**config.mk**
```make
export PLATFORM = sky130hd
export DESIGN_NAME = axi_slave_mem_flat
export DESIGN_NICKNAME = d
export VERILOG_FILES = /design/src/rtl/axi_slave_mem_pkg.sv /design/src/rtl/axi_slave_mem_if.sv /design/src/rtl/axi_slave_mem_addr_gen.sv /design/src/rtl/axi_slave_mem.sv /design/src/flat_wrapper.sv
export SDC_FILE = /design/constraint.sdc
export NUM_CORES = 1
export LEC_CHECK = 0
export BUFFER_PORTS_ARGS = -buffer_cell sky130_fd_sc_hd__clkbuf_2
export CAP_MARGIN = 5
export CORE_MARGIN = 2
export CORE_UTILIZATION = 50
export CTS_CLUSTER_DIAMETER = 120
export DETAILED_ROUTE_END_ITERATION = 7
export HOLD_SLACK_MARGIN = 0.08
export PLACE_DENSITY = 0.78
export SYNTH_ARGS = -nofsm -noshare
export SYNTH_HDL_FRONTEND = slang
export SYNTH_HIERARCHICAL = 1
export SYNTH_SLANG_ARGS = --single-unit
export TNS_END_PERCENT = 20
```
**constraint.sdc**
```tcl
create_clock -name clk -period 30.3 [get_ports clk]
set_input_delay 6.06 -clock clk [delete_from_list [all_inputs] [get_ports clk]]
set_output_delay 6.06 -clock clk [all_outputs]
set_load 0.02 [all_outputs]
```
**src/rtl/axi_slave_mem_pkg.sv**
```systemverilog
// Shared encodings for the AXI slave memory: burst/response codes, FSM states
// and the request legality check used by both channels.
package axi_slave_mem_pkg;

    localparam logic [1:0] BURST_FIXED = 2'b00;
    localparam logic [1:0] BURST_INCR  = 2'b01;
    localparam logic [1:0] BURST_WRAP  = 2'b10;

    localparam logic [1:0] RESP_OKAY   = 2'b00;
    localparam logic [1:0] RESP_SLVERR = 2'b10;

    localparam logic [2:0] SIZE_WORD   = 3'b010;

    typedef enum logic [1:0] {
        W_IDLE = 2'b00,
        W_DATA = 2'b01,
        W_RESP = 2'b10
    } w_state_e;

    typedef enum logic {
        R_IDLE = 1'b0,
        R_DATA = 1'b1
    } r_state_e;

    // Only full-word transfers are supported; wrap bursts need a power-of-two beat count.
    function automatic logic req_legal(input logic [2:0] size, input logic [1:0] burst,
                                       input logic [7:0] len);
        logic ok;
        ok = (size == SIZE_WORD) && (burst != 2'b11);
        if (burst == BURST_WRAP) begin
            ok = ok && ((len == 8'd1) || (len == 8'd3) || (len == 8'd7) || (len == 8'd15));
        end else begin
            ok = ok;
        end
        return ok;
    endfunction

endpackage

```
**src/rtl/axi_slave_mem_if.sv**
```systemverilog
// AXI4 write/read channel bundle between a master and the slave memory.
interface axi_slave_mem_if #(
    parameter int ID_W   = 6,
    parameter int ADDR_W = 6
);
    logic              S_AXI_AWVALID;
    logic              S_AXI_AWREADY;
    logic [ID_W-1:0]   S_AXI_AWID;
    logic [ADDR_W-1:0] S_AXI_AWADDR;
    logic [7:0]        S_AXI_AWLEN;
    logic [2:0]        S_AXI_AWSIZE;
    logic [1:0]        S_AXI_AWBURST;
    logic              S_AXI_WVALID;
    logic              S_AXI_WREADY;
    logic [31:0]       S_AXI_WDATA;
    logic [3:0]        S_AXI_WSTRB;
    logic              S_AXI_WLAST;
    logic              S_AXI_BVALID;
    logic              S_AXI_BREADY;
    logic [ID_W-1:0]   S_AXI_BID;
    logic [1:0]        S_AXI_BRESP;
    logic              S_AXI_ARVALID;
    logic              S_AXI_ARREADY;
    logic [ID_W-1:0]   S_AXI_ARID;
    logic [ADDR_W-1:0] S_AXI_ARADDR;
    logic [7:0]        S_AXI_ARLEN;
    logic [2:0]        S_AXI_ARSIZE;
    logic [1:0]        S_AXI_ARBURST;
    logic              S_AXI_RVALID;
    logic              S_AXI_RREADY;
    logic [ID_W-1:0]   S_AXI_RID;
    logic [31:0]       S_AXI_RDATA;
    logic [1:0]        S_AXI_RRESP;
    logic              S_AXI_RLAST;

    modport slave (
        input  S_AXI_AWVALID, S_AXI_AWID, S_AXI_AWADDR, S_AXI_AWLEN, S_AXI_AWSIZE, S_AXI_AWBURST,
        output S_AXI_AWREADY,
        input  S_AXI_WVALID, S_AXI_WDATA, S_AXI_WSTRB, S_AXI_WLAST,
        output S_AXI_WREADY,
        input  S_AXI_BREADY,
        output S_AXI_BVALID, S_AXI_BID, S_AXI_BRESP,
        input  S_AXI_ARVALID, S_AXI_ARID, S_AXI_ARADDR, S_AXI_ARLEN, S_AXI_ARSIZE, S_AXI_ARBURST,
        output S_AXI_ARREADY,
        input  S_AXI_RREADY,
        output S_AXI_RVALID, S_AXI_RID, S_AXI_RDATA, S_AXI_RRESP, S_AXI_RLAST
    );

    modport master (
        output S_AXI_AWVALID, S_AXI_AWID, S_AXI_AWADDR, S_AXI_AWLEN, S_AXI_AWSIZE, S_AXI_AWBURST,
        input  S_AXI_AWREADY,
        output S_AXI_WVALID, S_AXI_WDATA, S_AXI_WSTRB, S_AXI_WLAST,
        input  S_AXI_WREADY,
        output S_AXI_BREADY,
        input  S_AXI_BVALID, S_AXI_BID, S_AXI_BRESP,
        output S_AXI_ARVALID, S_AXI_ARID, S_AXI_ARADDR, S_AXI_ARLEN, S_AXI_ARSIZE, S_AXI_ARBURST,
        input  S_AXI_ARREADY,
        output S_AXI_RREADY,
        input  S_AXI_RVALID, S_AXI_RID, S_AXI_RDATA, S_AXI_RRESP, S_AXI_RLAST
    );
endinterface

```
**src/rtl/axi_slave_mem_addr_gen.sv**
```systemverilog
// Combinational next-beat address for FIXED, INCR and WRAP bursts of 32-bit words.
module axi_slave_mem_addr_gen
    import axi_slave_mem_pkg::*;
#(
    parameter int ADDR_W = 6
) (
    input  logic [ADDR_W-1:0] addr_i,
    input  logic [7:0]        len_i,
    input  logic [1:0]        burst_i,
    output logic [ADDR_W-1:0] next_addr_o
);
    logic [ADDR_W-1:0] incr_s;
    logic [ADDR_W-1:0] mask_s;

    // For legal wrap lengths (len+1)*4-1 is simply {len, 2'b11}.
    assign mask_s = ADDR_W'({len_i, 2'b11});
    assign incr_s = addr_i + ADDR_W'(4);

    // Select the address update rule for the burst type.
    always_comb begin
        next_addr_o = addr_i;
        case (burst_i)
            BURST_FIXED: next_addr_o = addr_i;
            BURST_INCR:  next_addr_o = incr_s;
            BURST_WRAP:  next_addr_o = (addr_i & ~mask_s) | (incr_s & mask_s);
            default:     next_addr_o = addr_i;
        endcase
    end
endmodule

```
**src/rtl/axi_slave_mem.sv**
```systemverilog
// AXI4 slave backed by a small word memory; independent write and read FSMs
// share the array, a read load in the same cycle as a write sees the old word.
module axi_slave_mem
    import axi_slave_mem_pkg::*;
#(
    parameter int ID_W   = 6,
    parameter int ADDR_W = 6,
    parameter int DATA_W = 32
) (
    input  logic           clk,
    input  logic           reset,
    axi_slave_mem_if.slave s_axi
);
    localparam int DEPTH  = (1 << ADDR_W) / 4;
    localparam int STRB_W = DATA_W / 8;

    logic [DATA_W-1:0] mem_q [DEPTH];

    w_state_e          w_q, w_d;
    logic [ID_W-1:0]   awid_q, bid_q;
    logic [ADDR_W-1:0] waddr_q, waddr_nxt_s;
    logic [7:0]        awlen_q;
    logic [1:0]        awburst_q, bresp_q;
    logic              wbad_q;
    logic [8:0]        wbeat_q;
    logic              aw_hs_s, w_hs_s, wr_en_s;

    r_state_e          r_q, r_d;
    logic [ID_W-1:0]   rid_q;
    logic [ADDR_W-1:0] raddr_q, rgen_addr_s, raddr_nxt_s;
    logic [7:0]        arlen_q, rgen_len_s, rbeat_q;
    logic [1:0]        arburst_q, rgen_burst_s, rresp_q;
    logic              rbad_q, rlast_q, ar_legal_s, ar_hs_s, r_hs_s;
    logic [DATA_W-1:0] rdata_q;

    assign aw_hs_s = (w_q == W_IDLE) && s_axi.S_AXI_AWVALID;
    assign w_hs_s  = (w_q == W_DATA) && s_axi.S_AXI_WVALID;
    // Beats past AWLEN are accepted but dropped; the counter saturates at 256.
    assign wr_en_s = w_hs_s && !wbad_q && (wbeat_q <= {1'b0, awlen_q});

    axi_slave_mem_addr_gen #(.ADDR_W(ADDR_W)) u_wgen (
        .addr_i(waddr_q), .len_i(awlen_q), .burst_i(awburst_q), .next_addr_o(waddr_nxt_s)
    );

    // Write FSM next state.
    always_comb begin
        w_d = w_q;
        case (w_q)
            W_IDLE:  if (aw_hs_s) w_d = W_DATA; else w_d = W_IDLE;
            W_DATA:  if (w_hs_s && s_axi.S_AXI_WLAST) w_d = W_RESP; else w_d = W_DATA;
            W_RESP:  if (s_axi.S_AXI_BREADY) w_d = W_IDLE; else w_d = W_RESP;
            default: w_d = W_IDLE;
        endcase
    end

    // Write FSM state register.
    always_ff @(posedge clk or posedge reset) begin
        if (reset) w_q <= W_IDLE;
        else       w_q <= w_d;
    end

    // Write burst context, beat counter and response registers.
    always_ff @(posedge clk or posedge reset) begin
        if (reset) begin
            awid_q <= '0; waddr_q <= '0; awlen_q <= 8'd0; awburst_q <= 2'b00;
            wbad_q <= 1'b0; wbeat_q <= 9'd0; bresp_q <= RESP_OKAY; bid_q <= '0;
        end else if (aw_hs_s) begin
            awid_q    <= s_axi.S_AXI_AWID;
            waddr_q   <= s_axi.S_AXI_AWADDR;
            awlen_q   <= s_axi.S_AXI_AWLEN;
            awburst_q <= s_axi.S_AXI_AWBURST;
            wbad_q    <= !req_legal(s_axi.S_AXI_AWSIZE, s_axi.S_AXI_AWBURST, s_axi.S_AXI_AWLEN);
            wbeat_q   <= 9'd0;
        end else if (w_hs_s) begin
            waddr_q <= waddr_nxt_s;
            wbeat_q <= wbeat_q[8] ? wbeat_q : wbeat_q + 9'd1;
            if (s_axi.S_AXI_WLAST) begin
                bid_q   <= awid_q;
                bresp_q <= (!wbad_q && (wbeat_q == {1'b0, awlen_q})) ? RESP_OKAY : RESP_SLVERR;
            end
        end
    end

    // Byte-enabled memory write.
    always_ff @(posedge clk or posedge reset) begin
        if (reset) begin
            for (int i = 0; i < DEPTH; i++) mem_q[i] <= '0;
        end else if (wr_en_s) begin
            for (int b = 0; b < STRB_W; b++) begin
                if (s_axi.S_AXI_WSTRB[b]) begin
                    mem_q[waddr_q[ADDR_W-1:2]][8*b +: 8] <= s_axi.S_AXI_WDATA[8*b +: 8];
                end
            end
        end
    end

    assign ar_hs_s    = (r_q == R_IDLE) && s_axi.S_AXI_ARVALID;
    assign r_hs_s     = (r_q == R_DATA) && s_axi.S_AXI_RREADY;
    assign ar_legal_s = req_legal(s_axi.S_AXI_ARSIZE, s_axi.S_AXI_ARBURST, s_axi.S_AXI_ARLEN);

    // While idle the generator works on the incoming request so beat 1 is ready at once.
    assign rgen_addr_s  = (r_q == R_IDLE) ? s_axi.S_AXI_ARADDR  : raddr_q;
    assign rgen_len_s   = (r_q == R_IDLE) ? s_axi.S_AXI_ARLEN   : arlen_q;
    assign rgen_burst_s = (r_q == R_IDLE) ? s_axi.S_AXI_ARBURST : arburst_q;

    axi_slave_mem_addr_gen #(.ADDR_W(ADDR_W)) u_rgen (
        .addr_i(rgen_addr_s), .len_i(rgen_len_s), .burst_i(rgen_burst_s), .next_addr_o(raddr_nxt_s)
    );

    // Read FSM next state.
    always_comb begin
        r_d = r_q;
        case (r_q)
            R_IDLE:  if (ar_hs_s) r_d = R_DATA; else r_d = R_IDLE;
            R_DATA:  if (r_hs_s && rlast_q) r_d = R_IDLE; else r_d = R_DATA;
            default: r_d = R_IDLE;
        endcase
    end

    // Read FSM state register.
    always_ff @(posedge clk or posedge reset) begin
        if (reset) r_q <= R_IDLE;
        else       r_q <= r_d;
    end

    // Read burst context and registered R channel outputs.
    always_ff @(posedge clk or posedge reset) begin
        if (reset) begin
            rid_q <= '0; raddr_q <= '0; arlen_q <= 8'd0; arburst_q <= 2'b00; rbad_q <= 1'b0;
            rbeat_q <= 8'd0; rdata_q <= '0; rresp_q <= RESP_OKAY; rlast_q <= 1'b0;
        end else if (ar_hs_s) begin
            rid_q     <= s_axi.S_AXI_ARID;
            arlen_q   <= s_axi.S_AXI_ARLEN;
            arburst_q <= s_axi.S_AXI_ARBURST;
            rbad_q    <= !ar_legal_s;
            raddr_q   <= raddr_nxt_s;
            rbeat_q   <= 8'd1;
            rdata_q   <= ar_legal_s ? mem_q[s_axi.S_AXI_ARADDR[ADDR_W-1:2]] : '0;
            rresp_q   <= ar_legal_s ? RESP_OKAY : RESP_SLVERR;
            rlast_q   <= (s_axi.S_AXI_ARLEN == 8'd0);
        end else if (r_hs_s && !rlast_q) begin
            raddr_q <= raddr_nxt_s;
            rbeat_q <= rbeat_q + 8'd1;
            rdata_q <= rbad_q ? '0 : mem_q[raddr_q[ADDR_W-1:2]];
            rlast_q <= (rbeat_q == arlen_q);
        end
    end

    assign s_axi.S_AXI_AWREADY = (w_q == W_IDLE);
    assign s_axi.S_AXI_WREADY  = (w_q == W_DATA);
    assign s_axi.S_AXI_BVALID  = (w_q == W_RESP);
    assign s_axi.S_AXI_BID     = bid_q;
    assign s_axi.S_AXI_BRESP   = bresp_q;
    assign s_axi.S_AXI_ARREADY = (r_q == R_IDLE);
    assign s_axi.S_AXI_RVALID  = (r_q == R_DATA);
    assign s_axi.S_AXI_RID     = rid_q;
    assign s_axi.S_AXI_RDATA   = rdata_q;
    assign s_axi.S_AXI_RRESP   = rresp_q;
    assign s_axi.S_AXI_RLAST   = rlast_q;
endmodule

```
**src/flat_wrapper.sv**
```systemverilog
// flat-port wrapper written by rule: the top's interface ports become plain ports
module axi_slave_mem_flat import axi_slave_mem_pkg::*;
#(
    parameter int ID_W   = 6,
    parameter int ADDR_W = 6,
    parameter int DATA_W = 32
)
  (clk, reset, s_axi_S_AXI_AWVALID, s_axi_S_AXI_AWID, s_axi_S_AXI_AWADDR, s_axi_S_AXI_AWLEN, s_axi_S_AXI_AWSIZE, s_axi_S_AXI_AWBURST, s_axi_S_AXI_AWREADY, s_axi_S_AXI_WVALID, s_axi_S_AXI_WDATA, s_axi_S_AXI_WSTRB, s_axi_S_AXI_WLAST, s_axi_S_AXI_WREADY, s_axi_S_AXI_BREADY, s_axi_S_AXI_BVALID, s_axi_S_AXI_BID, s_axi_S_AXI_BRESP, s_axi_S_AXI_ARVALID, s_axi_S_AXI_ARID, s_axi_S_AXI_ARADDR, s_axi_S_AXI_ARLEN, s_axi_S_AXI_ARSIZE, s_axi_S_AXI_ARBURST, s_axi_S_AXI_ARREADY, s_axi_S_AXI_RREADY, s_axi_S_AXI_RVALID, s_axi_S_AXI_RID, s_axi_S_AXI_RDATA, s_axi_S_AXI_RRESP, s_axi_S_AXI_RLAST);
  axi_slave_mem_if #(.ID_W(ID_W), .ADDR_W(ADDR_W)) s_axi_i ();
  input  logic clk;
  input  logic reset;
  input wire logic [$bits(s_axi_i.S_AXI_AWVALID)-1:0] s_axi_S_AXI_AWVALID;
  input wire logic [$bits(s_axi_i.S_AXI_AWID)-1:0] s_axi_S_AXI_AWID;
  input wire logic [$bits(s_axi_i.S_AXI_AWADDR)-1:0] s_axi_S_AXI_AWADDR;
  input wire logic [$bits(s_axi_i.S_AXI_AWLEN)-1:0] s_axi_S_AXI_AWLEN;
  input wire logic [$bits(s_axi_i.S_AXI_AWSIZE)-1:0] s_axi_S_AXI_AWSIZE;
  input wire logic [$bits(s_axi_i.S_AXI_AWBURST)-1:0] s_axi_S_AXI_AWBURST;
  output wire logic [$bits(s_axi_i.S_AXI_AWREADY)-1:0] s_axi_S_AXI_AWREADY;
  input wire logic [$bits(s_axi_i.S_AXI_WVALID)-1:0] s_axi_S_AXI_WVALID;
  input wire logic [$bits(s_axi_i.S_AXI_WDATA)-1:0] s_axi_S_AXI_WDATA;
  input wire logic [$bits(s_axi_i.S_AXI_WSTRB)-1:0] s_axi_S_AXI_WSTRB;
  input wire logic [$bits(s_axi_i.S_AXI_WLAST)-1:0] s_axi_S_AXI_WLAST;
  output wire logic [$bits(s_axi_i.S_AXI_WREADY)-1:0] s_axi_S_AXI_WREADY;
  input wire logic [$bits(s_axi_i.S_AXI_BREADY)-1:0] s_axi_S_AXI_BREADY;
  output wire logic [$bits(s_axi_i.S_AXI_BVALID)-1:0] s_axi_S_AXI_BVALID;
  output wire logic [$bits(s_axi_i.S_AXI_BID)-1:0] s_axi_S_AXI_BID;
  output wire logic [$bits(s_axi_i.S_AXI_BRESP)-1:0] s_axi_S_AXI_BRESP;
  input wire logic [$bits(s_axi_i.S_AXI_ARVALID)-1:0] s_axi_S_AXI_ARVALID;
  input wire logic [$bits(s_axi_i.S_AXI_ARID)-1:0] s_axi_S_AXI_ARID;
  input wire logic [$bits(s_axi_i.S_AXI_ARADDR)-1:0] s_axi_S_AXI_ARADDR;
  input wire logic [$bits(s_axi_i.S_AXI_ARLEN)-1:0] s_axi_S_AXI_ARLEN;
  input wire logic [$bits(s_axi_i.S_AXI_ARSIZE)-1:0] s_axi_S_AXI_ARSIZE;
  input wire logic [$bits(s_axi_i.S_AXI_ARBURST)-1:0] s_axi_S_AXI_ARBURST;
  output wire logic [$bits(s_axi_i.S_AXI_ARREADY)-1:0] s_axi_S_AXI_ARREADY;
  input wire logic [$bits(s_axi_i.S_AXI_RREADY)-1:0] s_axi_S_AXI_RREADY;
  output wire logic [$bits(s_axi_i.S_AXI_RVALID)-1:0] s_axi_S_AXI_RVALID;
  output wire logic [$bits(s_axi_i.S_AXI_RID)-1:0] s_axi_S_AXI_RID;
  output wire logic [$bits(s_axi_i.S_AXI_RDATA)-1:0] s_axi_S_AXI_RDATA;
  output wire logic [$bits(s_axi_i.S_AXI_RRESP)-1:0] s_axi_S_AXI_RRESP;
  output wire logic [$bits(s_axi_i.S_AXI_RLAST)-1:0] s_axi_S_AXI_RLAST;
  assign s_axi_i.S_AXI_AWVALID = s_axi_S_AXI_AWVALID;
  assign s_axi_i.S_AXI_AWID = s_axi_S_AXI_AWID;
  assign s_axi_i.S_AXI_AWADDR = s_axi_S_AXI_AWADDR;
  assign s_axi_i.S_AXI_AWLEN = s_axi_S_AXI_AWLEN;
  assign s_axi_i.S_AXI_AWSIZE = s_axi_S_AXI_AWSIZE;
  assign s_axi_i.S_AXI_AWBURST = s_axi_S_AXI_AWBURST;
  assign s_axi_S_AXI_AWREADY = s_axi_i.S_AXI_AWREADY;
  assign s_axi_i.S_AXI_WVALID = s_axi_S_AXI_WVALID;
  assign s_axi_i.S_AXI_WDATA = s_axi_S_AXI_WDATA;
  assign s_axi_i.S_AXI_WSTRB = s_axi_S_AXI_WSTRB;
  assign s_axi_i.S_AXI_WLAST = s_axi_S_AXI_WLAST;
  assign s_axi_S_AXI_WREADY = s_axi_i.S_AXI_WREADY;
  assign s_axi_i.S_AXI_BREADY = s_axi_S_AXI_BREADY;
  assign s_axi_S_AXI_BVALID = s_axi_i.S_AXI_BVALID;
  assign s_axi_S_AXI_BID = s_axi_i.S_AXI_BID;
  assign s_axi_S_AXI_BRESP = s_axi_i.S_AXI_BRESP;
  assign s_axi_i.S_AXI_ARVALID = s_axi_S_AXI_ARVALID;
  assign s_axi_i.S_AXI_ARID = s_axi_S_AXI_ARID;
  assign s_axi_i.S_AXI_ARADDR = s_axi_S_AXI_ARADDR;
  assign s_axi_i.S_AXI_ARLEN = s_axi_S_AXI_ARLEN;
  assign s_axi_i.S_AXI_ARSIZE = s_axi_S_AXI_ARSIZE;
  assign s_axi_i.S_AXI_ARBURST = s_axi_S_AXI_ARBURST;
  assign s_axi_S_AXI_ARREADY = s_axi_i.S_AXI_ARREADY;
  assign s_axi_i.S_AXI_RREADY = s_axi_S_AXI_RREADY;
  assign s_axi_S_AXI_RVALID = s_axi_i.S_AXI_RVALID;
  assign s_axi_S_AXI_RID = s_axi_i.S_AXI_RID;
  assign s_axi_S_AXI_RDATA = s_axi_i.S_AXI_RDATA;
  assign s_axi_S_AXI_RRESP = s_axi_i.S_AXI_RRESP;
  assign s_axi_S_AXI_RLAST = s_axi_i.S_AXI_RLAST;
  axi_slave_mem #(.ID_W(ID_W), .ADDR_W(ADDR_W), .DATA_W(DATA_W)) u_core (.clk(clk), .reset(reset), .s_axi(s_axi_i));
endmodule
```
==> results.yml <==
power_and_ir_drop:
  combPwrFrac: 0.275
  ir_drop_v: 0.0000668
  p_total_mw: 2.64
  pwr-share-seq: 0.392
  powerDensity_nw_per_um2: 71.7
  power.share.clock: 0.333
  p_sw_frac: 0.327
  leakagePower_nw: 16.5
  p_int_mw: 1.78
  power_switching_mw: 0.864
setup_path:
  cp-start-kind: "input pin"
  r2r-end: "u_core/mem_q[413]"
  r2r_start: "u_core/awlen_q[2]"
  crit_arrival_ps: 9470
  crit_start: "reset"
  critPathKind: "input pin to asynchronous set/reset pin"
  r2r.worst_path.cells: 9
  cp-end-kind: "asynchronous set/reset pin"
  endpoint: "u_core/mem_q[117]"
  crit_fanout: 182
  critPathRequiredTime_ps: 30870
  r2r_slack_ps: 26550
timing:
  max-slew-margin-rel: 0.195
  fin_ws_ps: 21400
  fin_skew_ps: 27.2
  fmax_ghz: 0.112
  grt_setup_unrepaired: "no"
  slew_violations: 0
  worst_pin_slew_ps: 1210
  timing.final.crit_share: 0.294
  hold_ws_ps: 475
  setup_viol_count_final: 0
  post-route-min-period_ps: 8900
  finalSetupTns_ps: 0
  hold_viol: 0
global_routing:
  antenna_found_initial: 7
  grtUsageTotal: 0.255
  gr-total-overflow: 0
  grt_pass1_vias: 22000
  grt_pass1_wl_mm: 132
  grt_max_degree: 183
die:
  die_y_um: 261
  dieArea_um2: 68200
  start_util: 0.504
  num_rows: 94
  ioPinCount: 148
  coreArea_um2: 65600
  die_x_um: 261
hold_path:
  min_path_type: "flop to flop"
  hold_depth: 2
flow_run:
  maxCapViolations: 0
finish:
  fin_area_um2: 36900
  instances_no_fill: 3201
  nNetsFinal: 2391
  area_growth_pct: 11.5
  fin_util: 0.562
  drive_gt1_frac: 0.502
clock_network:
  clkTransAtPathRegs_ps: 50
  cts-buffers-inserted: 70
  cts_tree: "yes"
  htreeDepth: 3
  clkLatencyLatePin_ps: 610
  cts_sinks: 614
  root_buffer: "clkbuf_16"
  clk_path_buf_depth: 3
  post_cts_resized: 0
  hold_buffers: 0
  postCtsSetupRepairBufs: 0
placement:
  dp_hpwl_mm: 50.3
  dp_cells: 3073
  gp_congestion: 0.795
  port_buffers: 141
  pre_cts_slack_ps: 20560
  place_area_um2: 34500
logic_synthesis:
  yosysWarnings: 6
  syn-instance-count: 2195
  postSynthAreaPerCell_um2: 15.1
  syn-cell-area_um2: 33100
detailed_routing:
  drt_iter0_drc: 1557
  first_pass_iters: 5
  antenna_left: 0
  vias: 20600
  wire_per_inst_um: 26.3
  drc: 0
  totalWireLength_mm: 84.2
  viasPerCell: 6.43
status:
  status: "completed"
routing by layer:
| layer | global-route usage | vias up | wire length (um) |
|---|---|---|---|
| li1 | - | 8618 | - |
| met1 | 0.334 | 10900 | 33600 |
| met2 | 0.413 | 794 | 41000 |
| met3 | 0.0533 | 226 | 6040 |
| met4 | 0.109 | 6 | 3610 |
| met5 | 0 | - | 38 |
cell usage in the layout (no fill, tap or decap), types with 4 or more instances in the layout:
master and instances:
inv_1 47, nor2b_1 14, a31oi_1 11, o22ai_1 24
a21oi_1 35, ha_1 16, a22oi_1 5, nand2b_1 9
a211oi_4 60, clkbuf_1 19, xor2_1 15, or2_2 4
mux2_2 529, clkbuf_8 18, a2111oi_0 6, clkinv_2 5
nand4_1 7, bufinv_16 6, nand3_2 4, nand2b_2 4
nand3_1 10, a211oi_1 9, clkbuf_2 138, or3_1 5
nor3_1 6, dfrtp_1 612, mux2_1 8, buf_4 29
clkbuf_16 74, a211oi_2 4, o21ai_0 51, a221oi_1 7
mux2i_1 87, nand2_1 81, a22o_1 11, mux4_2 269
nor2_1 24
worst min path at each step:
stage,startpoint,end,slack [ps]
floorplan,u_core/arburst_q[0],u_core/arburst_q[0],440
global placement,u_core/arburst_q[0],u_core/arburst_q[0],460
detailed placement,u_core/s_axi.S_AXI_RID[3],u_core/s_axi.S_AXI_RID[3],470
CTS,u_core/s_axi.S_AXI_RID[5],u_core/s_axi.S_AXI_RID[5],480
global route,u_core/s_axi.S_AXI_RID[3],u_core/s_axi.S_AXI_RID[3],500
finish,u_core/s_axi.S_AXI_RID[5],u_core/s_axi.S_AXI_RID[5],480
power by group through the flow:
| stage | logic (mW) | clock network [mW] | registers (mW) |
|---|---|---|---|
| floorplan | 0.576 | 0 | 1.02 |
| CTS | 0.726 | 0.895 | 1.03 |
| detailed placement | 0.724 | 0 | 1.05 |
| global placement | 0.702 | 0 | 1.03 |
| finish | 0.727 | 0.879 | 1.04 |
| global route | 0.781 | 0.931 | 1.05 |
area by class of cell:
cell class	count	area [um^2]
clock buffers	110	2160
well taps	864	1080
diodes	3	7.51
repair buffers	171	958
clock inverters	15	246
fillers	5072	28800
flip-flops and latches	614	15400
inverters	49	191
multi-input cells	1375	16900
flip-flops by register name, summed over array words and instances (netlist names), 4 cells and up:
signal                    flops
u_core/mem_q                512
u_core/arlen_q                8
u_core/wbeat_q                9
u_core/raddr_q                4
u_core/s_axi.S_AXI_RID        6
u_core/waddr_q                4
u_core/awlen_q                8
u_core/s_axi.S_AXI_RDATA     32
u_core/s_axi.S_AXI_BID        6
u_core/awid_q                 6
u_core/rbeat_q                8
worst max-delay path, cell delays in order:
cell	delay [ps]
clkbuf_2	120
inv_8	530
buf_12	700
buf_4	850
buf_4	930
Power figures use the tool's default switching activity.
